--- src/rtl/control_multi_if.sv ---
// Control bundle between the multicycle sequencer and the MIPS datapath:
// IR opcode and memory handshake in, every mux select and write enable out.
interface control_multi_if;
    logic [5:0] opcode;
    logic       mem_ready;
    logic       PCWrite;
    logic       PCWriteCond;
    logic       PCWriteCondNE;
    logic       IorD;
    logic       MemRead;
    logic       MemWrite;
    logic       MemtoReg;
    logic       IRWrite;
    logic       RegDst;
    logic       RegWrite;
    logic       ALUSrcA;
    logic [1:0] ALUSrcB;
    logic [1:0] ALUOp;
    logic [1:0] PCSource;
    logic       illegal_op;
    logic [3:0] state;

    modport master (
        input  opcode, mem_ready,
        output PCWrite, PCWriteCond, PCWriteCondNE, IorD, MemRead, MemWrite,
               MemtoReg, IRWrite, RegDst, RegWrite, ALUSrcA, ALUSrcB, ALUOp,
               PCSource, illegal_op, state
    );

    modport slave (
        output opcode, mem_ready,
        input  PCWrite, PCWriteCond, PCWriteCondNE, IorD, MemRead, MemWrite,
               MemtoReg, IRWrite, RegDst, RegWrite, ALUSrcA, ALUSrcB, ALUOp,
               PCSource, illegal_op, state
    );
endinterface

--- src/rtl/control_multi.sv ---
// Multicycle MIPS control FSM: sequences fetch/decode/execute/memory/writeback
// over a shared memory and single ALU, stretching memory states on mem_ready.
module control_multi #(
    parameter bit WAIT_EN = 1'b1
) (
    input  logic               clk,
    input  logic               reset,
    control_multi_if.master    bus
);

    typedef enum logic [3:0] {
        FETCH  = 4'd0,
        DECODE = 4'd1,
        MEMADR = 4'd2,
        MEMRD  = 4'd3,
        MEMWB  = 4'd4,
        MEMWR  = 4'd5,
        REX    = 4'd6,
        RWB    = 4'd7,
        BEQ    = 4'd8,
        BNE    = 4'd9,
        JUMP   = 4'd10,
        ADDIEX = 4'd11,
        ADDIWB = 4'd12
    } state_t;

    state_t     state_q;
    state_t     state_d;
    logic       rdy;
    logic       pc_write;
    logic       pc_write_cond;
    logic       pc_write_cond_ne;
    logic       mem_write;
    logic       reg_write;
    logic       ir_write;
    logic       illegal;

    assign rdy = bus.mem_ready | ~WAIT_EN;

    always_ff @(posedge clk) begin
        if (reset) state_q <= FETCH;
        else       state_q <= state_d;
    end

    // Encodings 13-15 fall into the default arm: all outputs low, back to FETCH.
    always_comb begin
        state_d          = FETCH;
        pc_write         = 1'b0;
        pc_write_cond    = 1'b0;
        pc_write_cond_ne = 1'b0;
        mem_write        = 1'b0;
        reg_write        = 1'b0;
        ir_write         = 1'b0;
        illegal          = 1'b0;
        bus.IorD         = 1'b0;
        bus.MemRead      = 1'b0;
        bus.MemtoReg     = 1'b0;
        bus.RegDst       = 1'b0;
        bus.ALUSrcA      = 1'b0;
        bus.ALUSrcB      = 2'b00;
        bus.ALUOp        = 2'b00;
        bus.PCSource     = 2'b00;
        case (state_q)
            FETCH: begin
                bus.MemRead = 1'b1;
                bus.ALUSrcB = 2'b01;
                ir_write    = rdy;
                pc_write    = rdy;
                state_d     = rdy ? DECODE : FETCH;
            end
            DECODE: begin
                bus.ALUSrcB = 2'b11;
                case (bus.opcode)
                    6'h00:        state_d = REX;
                    6'h23, 6'h2b: state_d = MEMADR;
                    6'h04:        state_d = BEQ;
                    6'h05:        state_d = BNE;
                    6'h02:        state_d = JUMP;
                    6'h08:        state_d = ADDIEX;
                    default: begin
                        state_d = FETCH;
                        illegal = 1'b1;
                    end
                endcase
            end
            MEMADR: begin
                bus.ALUSrcA = 1'b1;
                bus.ALUSrcB = 2'b10;
                state_d     = (bus.opcode == 6'h2b) ? MEMWR : MEMRD;
            end
            MEMRD: begin
                bus.MemRead = 1'b1;
                bus.IorD    = 1'b1;
                state_d     = rdy ? MEMWB : MEMRD;
            end
            MEMWB: begin
                reg_write    = 1'b1;
                bus.MemtoReg = 1'b1;
            end
            // The strobe stays up for the whole wait; memory commits on the rdy cycle.
            MEMWR: begin
                mem_write = 1'b1;
                bus.IorD  = 1'b1;
                state_d   = rdy ? FETCH : MEMWR;
            end
            REX: begin
                bus.ALUSrcA = 1'b1;
                bus.ALUOp   = 2'b10;
                state_d     = RWB;
            end
            RWB: begin
                reg_write  = 1'b1;
                bus.RegDst = 1'b1;
            end
            BEQ: begin
                bus.ALUSrcA   = 1'b1;
                bus.ALUOp     = 2'b01;
                bus.PCSource  = 2'b01;
                pc_write_cond = 1'b1;
            end
            BNE: begin
                bus.ALUSrcA      = 1'b1;
                bus.ALUOp        = 2'b01;
                bus.PCSource     = 2'b01;
                pc_write_cond_ne = 1'b1;
            end
            JUMP: begin
                pc_write     = 1'b1;
                bus.PCSource = 2'b10;
            end
            ADDIEX: begin
                bus.ALUSrcA = 1'b1;
                bus.ALUSrcB = 2'b10;
                state_d     = ADDIWB;
            end
            ADDIWB: begin
                reg_write = 1'b1;
            end
            default: state_d = FETCH;
        endcase
    end

    // State-changing strobes are masked while reset is held so nothing commits.
    assign bus.PCWrite       = pc_write & ~reset;
    assign bus.PCWriteCond   = pc_write_cond & ~reset;
    assign bus.PCWriteCondNE = pc_write_cond_ne & ~reset;
    assign bus.MemWrite      = mem_write & ~reset;
    assign bus.RegWrite      = reg_write & ~reset;
    assign bus.IRWrite       = ir_write & ~reset;
    assign bus.illegal_op    = illegal & ~reset;
    assign bus.state         = state_q;

endmodule

--- src/flat_wrapper.sv ---
// flat-port wrapper written by rule: the top's interface ports become plain ports
module control_multi_flat 
#(
    parameter bit WAIT_EN = 1'b1
)
  (clk, reset, bus_opcode, bus_mem_ready, bus_PCWrite, bus_PCWriteCond, bus_PCWriteCondNE, bus_IorD, bus_MemRead, bus_MemWrite, bus_MemtoReg, bus_IRWrite, bus_RegDst, bus_RegWrite, bus_ALUSrcA, bus_ALUSrcB, bus_ALUOp, bus_PCSource, bus_illegal_op, bus_state);
  control_multi_if bus_i ();
  input  logic clk;
  input  logic reset;
  input wire logic [$bits(bus_i.opcode)-1:0] bus_opcode;
  input wire logic [$bits(bus_i.mem_ready)-1:0] bus_mem_ready;
  output wire logic [$bits(bus_i.PCWrite)-1:0] bus_PCWrite;
  output wire logic [$bits(bus_i.PCWriteCond)-1:0] bus_PCWriteCond;
  output wire logic [$bits(bus_i.PCWriteCondNE)-1:0] bus_PCWriteCondNE;
  output wire logic [$bits(bus_i.IorD)-1:0] bus_IorD;
  output wire logic [$bits(bus_i.MemRead)-1:0] bus_MemRead;
  output wire logic [$bits(bus_i.MemWrite)-1:0] bus_MemWrite;
  output wire logic [$bits(bus_i.MemtoReg)-1:0] bus_MemtoReg;
  output wire logic [$bits(bus_i.IRWrite)-1:0] bus_IRWrite;
  output wire logic [$bits(bus_i.RegDst)-1:0] bus_RegDst;
  output wire logic [$bits(bus_i.RegWrite)-1:0] bus_RegWrite;
  output wire logic [$bits(bus_i.ALUSrcA)-1:0] bus_ALUSrcA;
  output wire logic [$bits(bus_i.ALUSrcB)-1:0] bus_ALUSrcB;
  output wire logic [$bits(bus_i.ALUOp)-1:0] bus_ALUOp;
  output wire logic [$bits(bus_i.PCSource)-1:0] bus_PCSource;
  output wire logic [$bits(bus_i.illegal_op)-1:0] bus_illegal_op;
  output wire logic [$bits(bus_i.state)-1:0] bus_state;
  assign bus_i.opcode = bus_opcode;
  assign bus_i.mem_ready = bus_mem_ready;
  assign bus_PCWrite = bus_i.PCWrite;
  assign bus_PCWriteCond = bus_i.PCWriteCond;
  assign bus_PCWriteCondNE = bus_i.PCWriteCondNE;
  assign bus_IorD = bus_i.IorD;
  assign bus_MemRead = bus_i.MemRead;
  assign bus_MemWrite = bus_i.MemWrite;
  assign bus_MemtoReg = bus_i.MemtoReg;
  assign bus_IRWrite = bus_i.IRWrite;
  assign bus_RegDst = bus_i.RegDst;
  assign bus_RegWrite = bus_i.RegWrite;
  assign bus_ALUSrcA = bus_i.ALUSrcA;
  assign bus_ALUSrcB = bus_i.ALUSrcB;
  assign bus_ALUOp = bus_i.ALUOp;
  assign bus_PCSource = bus_i.PCSource;
  assign bus_illegal_op = bus_i.illegal_op;
  assign bus_state = bus_i.state;
  control_multi #(.WAIT_EN(WAIT_EN)) u_core (.clk(clk), .reset(reset), .bus(bus_i));
endmodule
--- config.mk ---
export PLATFORM = sky130hd
export DESIGN_NAME = control_multi_flat
export DESIGN_NICKNAME = d
export VERILOG_FILES = /design/src/rtl/control_multi_if.sv /design/src/rtl/control_multi.sv /design/src/flat_wrapper.sv
export SDC_FILE = /design/constraint.sdc
export NUM_CORES = 1
export LEC_CHECK = 0
export BUFFER_PORTS_ARGS = -buffer_cell sky130_fd_sc_hd__clkbuf_2
export CAP_MARGIN = 20
export CORE_MARGIN = 5
export CORE_UTILIZATION = 41
export CTS_BUF_LIST = sky130_fd_sc_hd__clkbuf_4 sky130_fd_sc_hd__clkbuf_8
export CTS_CLUSTER_SIZE = 12
export DETAILED_ROUTE_END_ITERATION = 8
export PLACE_DENSITY = 0.75
export SKIP_LAST_GASP = 1
export SLEW_MARGIN = 10
export SYNTH_ARGS = -nofsm -noshare
export SYNTH_HDL_FRONTEND = slang
export SYNTH_SLANG_ARGS = --single-unit
export TNS_END_PERCENT = 10
--- constraint.sdc ---
create_clock -name clk -period 1.15 [get_ports clk]
set_input_delay 0.115 -clock clk [delete_from_list [all_inputs] [get_ports clk]]
set_output_delay 0.115 -clock clk [all_outputs]
set_load 0.03 [all_outputs]
-- After elaboration in Yosys (flattened, before gate mapping)
Index checks and enable logic that the tools add are counted.
W data, S select, Z words.
- flip-flop bits (word level): 4
- input bits: 9
- output and inout bits: 22
- logic and storage cells: 59
- eq/ne operators: 18
- mux-type cells: 22
- bitwise gates (word level): 8
- reduce and logical (&&, ||, !) cells: 10
- operator list (cell ; number):
    $pmux W4 S7 ; 1
    $pmux W4 S6 ; 1
    $eq A4 B4 Y1 const B ; 5
    $eq A4 B3 Y1 const B ; 4
    $mux W1 ; 13
    $eq A6 B3 Y1 const B ; 2
    $eq A6 B6 Y1 const B ; 2
    $reduce_or A2 Y1 ; 5
    $mux W3 ; 3
    $eq A4 B2 Y1 const B ; 2
    $pmux W2 S2 ; 2
    $and A1 B1 Y1 ; 7
    $reduce_or A7 Y1 ; 1
    $eq A6 B2 Y1 const B ; 1
    $eq A6 B4 Y1 const B ; 1
    $logic_not A6 Y1 ; 1
    $pmux W2 S3 ; 1
    $reduce_or A5 Y1 ; 1
    $eq A4 B1 Y1 const B ; 1
    $logic_not A4 Y1 ; 1
    $reduce_or A3 Y1 ; 1
    $pmux W1 S2 ; 1
    $not A1 Y1 ; 1

-- Longest topological paths before layout
- word-level depth: 5
- gate-level depth with buffers: 6
- mapped depth without buffers: 4

-- Worst setup path after synthesis
OpenSTA, ideal clock, no wires.
- path kind: register -> output
- start: register u_core.state_q[1], in the netlist u_core.bus.state[1]
- end: output port bus_PCWrite
- arrival time: 1.888 ns
- data required time: 1.035 ns
- path slack: -0.853 ns
- cell stages (with the launch flop): 6
- path buffers: 2
- cells stage by stage: dfxtp_1 -> buf_6 -> buf_2 -> nor3b_1 -> a21oi_1 -> nor4_1
- longest elaborated chain between the ends: 3
- elaborated cells on any way between the ends: 4
- classes of those cells: 1 x eq/ne; 1 x mux; 1 x bitwise; 1 x reduce/logical
- RTL lines (element ; line ; text):
    from (decl) ; control_multi.sv:27 ; state_t state_q;
    from (signal assigned) ; control_multi.sv:42 ; else state_q <= state_d;
    $eq A4 B4 Y1 or $logic_not A4 Y1 (tied branches) ; control_multi.sv:63 ; case (state_q)
    $pmux W1 S2 * ; control_multi.sv:63 ;
    $and A1 B1 Y1 * ; control_multi.sv:144 ; assign bus.PCWrite = pc_write & ~reset;
    to (decl) ; flat_wrapper.sv:12 ; output wire logic [$bits(bus_i.PCWrite)-1:0] bus_PCWrite;
Every way passes the cells marked *; elsewhere a longest branch is shown, timed or not.

-- Worst setup path in the final report
Ends and elaborated chain as after synthesis.

==> impl_metrics.py <==
metrics = {
    "status": {
        "status": "finished, violations left",
        "violations": "setup timing",
    },
    "yosys": {
        "synth-async-reset-ratio_pct": 0,
        "syn_inst": 89,
        "syn_nets": 98,
        "syn_avg_cell_area_sq_um": 6.664,
        "syn_area_sq_um": 593.1,
        "yosysSeqAreaShare_pct": 13.50,
        "ys_types": 33,
        "ys_dominant_reg_cell": "dfxtp_1",
        "synth-edff-count": 0,
        "yosysWarnings": 0,
        "ys_ff_latch": 4,
    },
    "setup_path": {
        "cp.required_ps": 1030,
        "startpoint_type": "flip-flop",
        "path_buf_inv": 3,
        "cp_slowest_stage_delay_ps": 390,
        "startpoint": "u_core.bus.state[1]",
        "crit_path_end": "bus_PCWrite",
        "r2r_slack_ps": -290,
        "crit_slowest_cell": "dfxtp_4",
        "worstPathCellList": "buf_6 -> buf_6 -> a21oi_2 -> nor4_4 -> clkbuf_8",
        "end_kind": "primary output",
        "r2r_start": "u_core.bus.state[1]",
        "reg2reg_to": "u_core.bus.state[1]",
        "crit_fanout": 6,
        "critPathArrivalTime_ps": 1390,
        "path_delay_family": "buffers and inverters",
        "path_common_cell": "buf_6",
        "reg2reg_depth": 5,
        "critPathKind": "reg -> out",
        "worstSetupPathDepth": 5,
    },
    "global_route": {
        "grt_pass1_wl_um": 3905,
        "grt_pass1_vias": 933,
        "antenna_found_initial": 0,
        "overflow": 0,
        "grt_usage_pct": 23.45,
        "grt_max_degree": 17,
    },
    "cts": {
        "cts_hold_buffers": 0,
        "cts_tree": "yes",
        "clockRootBuffer": "clkbuf_4",
        "cts_sinks": 4,
        "worstSkewPairLatency_ps": 240,
        "clk_pin_slew_ps": 40,
        "cts_buffers": 3,
        "max-clock-path-buffers": 2,
        "ctsHtreeMaxLevel": 1,
    },
    "sta": {
        "setup_viol": 22,
        "timing.final.hold_violations": 0,
        "slew_headroom_pct": 76.19,
        "layout_setup_ws_ps": -353.7,
        "worst_slew_pin_slew_ps": 353.9,
        "rsz0062_at_grt": "true",
        "hold_slack_ps": 194.3,
        "skew_ps": 1.400,
        "min_period_over_period_pct": 130.8,
        "fmax_mhz": 665.0,
        "fin_crit_ps": 1504,
        "finalMaxSlewViolations": 0,
    },
    "drt": {
        "vias_per_cell": 5.926,
        "via_count": 960,
        "drt-initial-drc-count": 19,
        "final_antenna_net_count": 0,
        "dr.pass1.iters": 4,
        "drc": 0,
        "wl_per_cell_um": 16.54,
        "routed_wl_um": 2679,
    },
    "floorplanning": {
        "ioPinCount": 31,
        "die-area_sq_um": 2307,
        "die_h_um": 48.04,
        "fp.dieW_um": 48.04,
        "core_area_sq_um": 1334,
        "initial_core_util_pct": 44.47,
        "placementRows": 13,
    },
    "final_layout": {
        "nNetsFinal": 158,
        "drive_gt1_share_pct": 64.63,
        "synthToLayoutAreaGrowth_pct": 101.7,
        "diodes": 0,
        "final_area_sq_um": 1196,
        "largest_reg_flops": 4,
        "final_cell_mix": "30 x buf_4, 22 x clkbuf_2, 8 x nor2_1",
        "final_common_cell": "buf_4",
        "post-route-util_pct": 89.68,
    },
    "place": {
        "portBuffers": 30,
        "dpl_cell_area_sq_um": 1072,
        "gp_congestion": 0.8116,
        "dp_hpwl_um": 1834,
    },
    "power": {
        "cellLeakagePower_nw": 0.5572,
        "fin_total_pwr_uw": 580.5,
        "peakVddDrop_mv": 0.3064,
        "power_density_nw_per_um2": 485.3,
    },
    "hold_path": {
        "min_path_type": "in -> reg",
    },
    "run": {
        "drv_cap": 0,
    },
}
==> stage by stage <==
stage | std cells | setup WS (ps) | setup TNS (ps)
2_1_floorplan | 89 | -305.9 | -3366
3_3_place_gp | 157 | -132.6 | -1264
3_5_place_dp | 157 | -162.2 | -1697
4_1_cts | 160 | -317.5 | -5486
5_1_grt | 162 | -380.9 | -6966
6_report | 162 | -353.7 | -6164
==> synth_stat cells, types with 2 or more instances <==
library cell,instances,area share (%)
a21oi_1,8,6.8
nor2_1,14,8.9
nand2b_1,5,5.3
buf_2,4,3.4
and3_1,4,4.2
nor2b_1,3,3.2
inv_1,2,1.3
nand3_1,2,1.7
clkbuf_1,2,1.3
nor3b_1,4,5.1
nor4_1,4,4.2
nor4b_1,3,4.4
nor3_1,7,5.9
dfxtp_1,4,14
nand2_1,2,1.3
o2111ai_1,3,4.4
o21ai_0,2,1.7
==> power breakdown <==
group | leakage (nW) | internal [mW] | switching [mW]
sequential | 0.0352 | 0.138 | 0.0138
combinational | 0.508 | 0.116 | 0.135
clock | 0.0138 | 0.117 | 0.0605
total | 0.557 | 0.371 | 0.209
==> layer usage <==
| layer | share of wire [%] | global-route usage (%) | vias up |
|---|---|---|---|
| met1 | 35 | 25.05 | 445 |
| met5 | 0 | 0 | - |
| met4 | 2.5 | 9.677 | 0 |
| met3 | 6.3 | 1.504 | 13 |
| met2 | 56 | 46.17 | 52 |
| li1 | - | - | 450 |
==> worst register-to-register path: stages (launching register included) <==
cell and delay, ps:
dfxtp_4 390, buf_6 130, nand2b_1 120, a21oi_1 70
or4b_4 500, a31oi_1 160
==> area by class of cell <==
| cell class | count | area (sq um) |
|---|---|---|
| Multi-Input combinational cell | 75 | 588.1 |
| Timing Repair Buffer | 63 | 466.7 |
| Fill cell | 70 | 137.6 |
| Sequential cell | 4 | 92.59 |
| Clock buffer | 3 | 22.52 |
| Tap cell | 15 | 18.77 |
| Inverter | 2 | 7.507 |
==> cells by family (layout without fill, tap and decap cells) <==
kind of cell           count (synthesis)  after routing  share of synthesized area (%)
multiplexers                           1              1                          1.899
flip-flops                             4              4                          13.50
AND/OR/NAND/NOR                       54             54                          53.38
AO/OA/AOI/OAI                         19             19                          20.68
buffers and inverters                 10             68                          9.073
XOR/XNOR                               1              1                          1.477
==> what timing repair did <==
| action | CTS | global route |
|---|---|---|
| hold endpoints to repair | 0 | 0 |
| endpoints found under the setup margin | 22 | 22 |
| setup buffers | 0 | 2 |
| pin swaps | 0 | 1 |
| resized for setup | 16 | 9 |
==> how the worst min path moves through the flow <==
| stage | start | endpoint | slack, ps | cells past startpoint |
|---|---|---|---|---|
| 3_5_place_dp | reset | u_core.bus.state[3] | 410 | 2 |
| 5_1_grt | reset | u_core.bus.state[3] | 220 | 2 |
| 3_3_place_gp | reset | u_core.bus.state[3] | 410 | 2 |
| 4_1_cts | reset | u_core.bus.state[3] | 170 | 2 |
| 2_1_floorplan | bus_opcode[4] | u_core.bus.state[0] | 310 | 3 |
| 6_report | reset | u_core.bus.state[3] | 190 | 2 |
(Power assumes the default switching activity.)
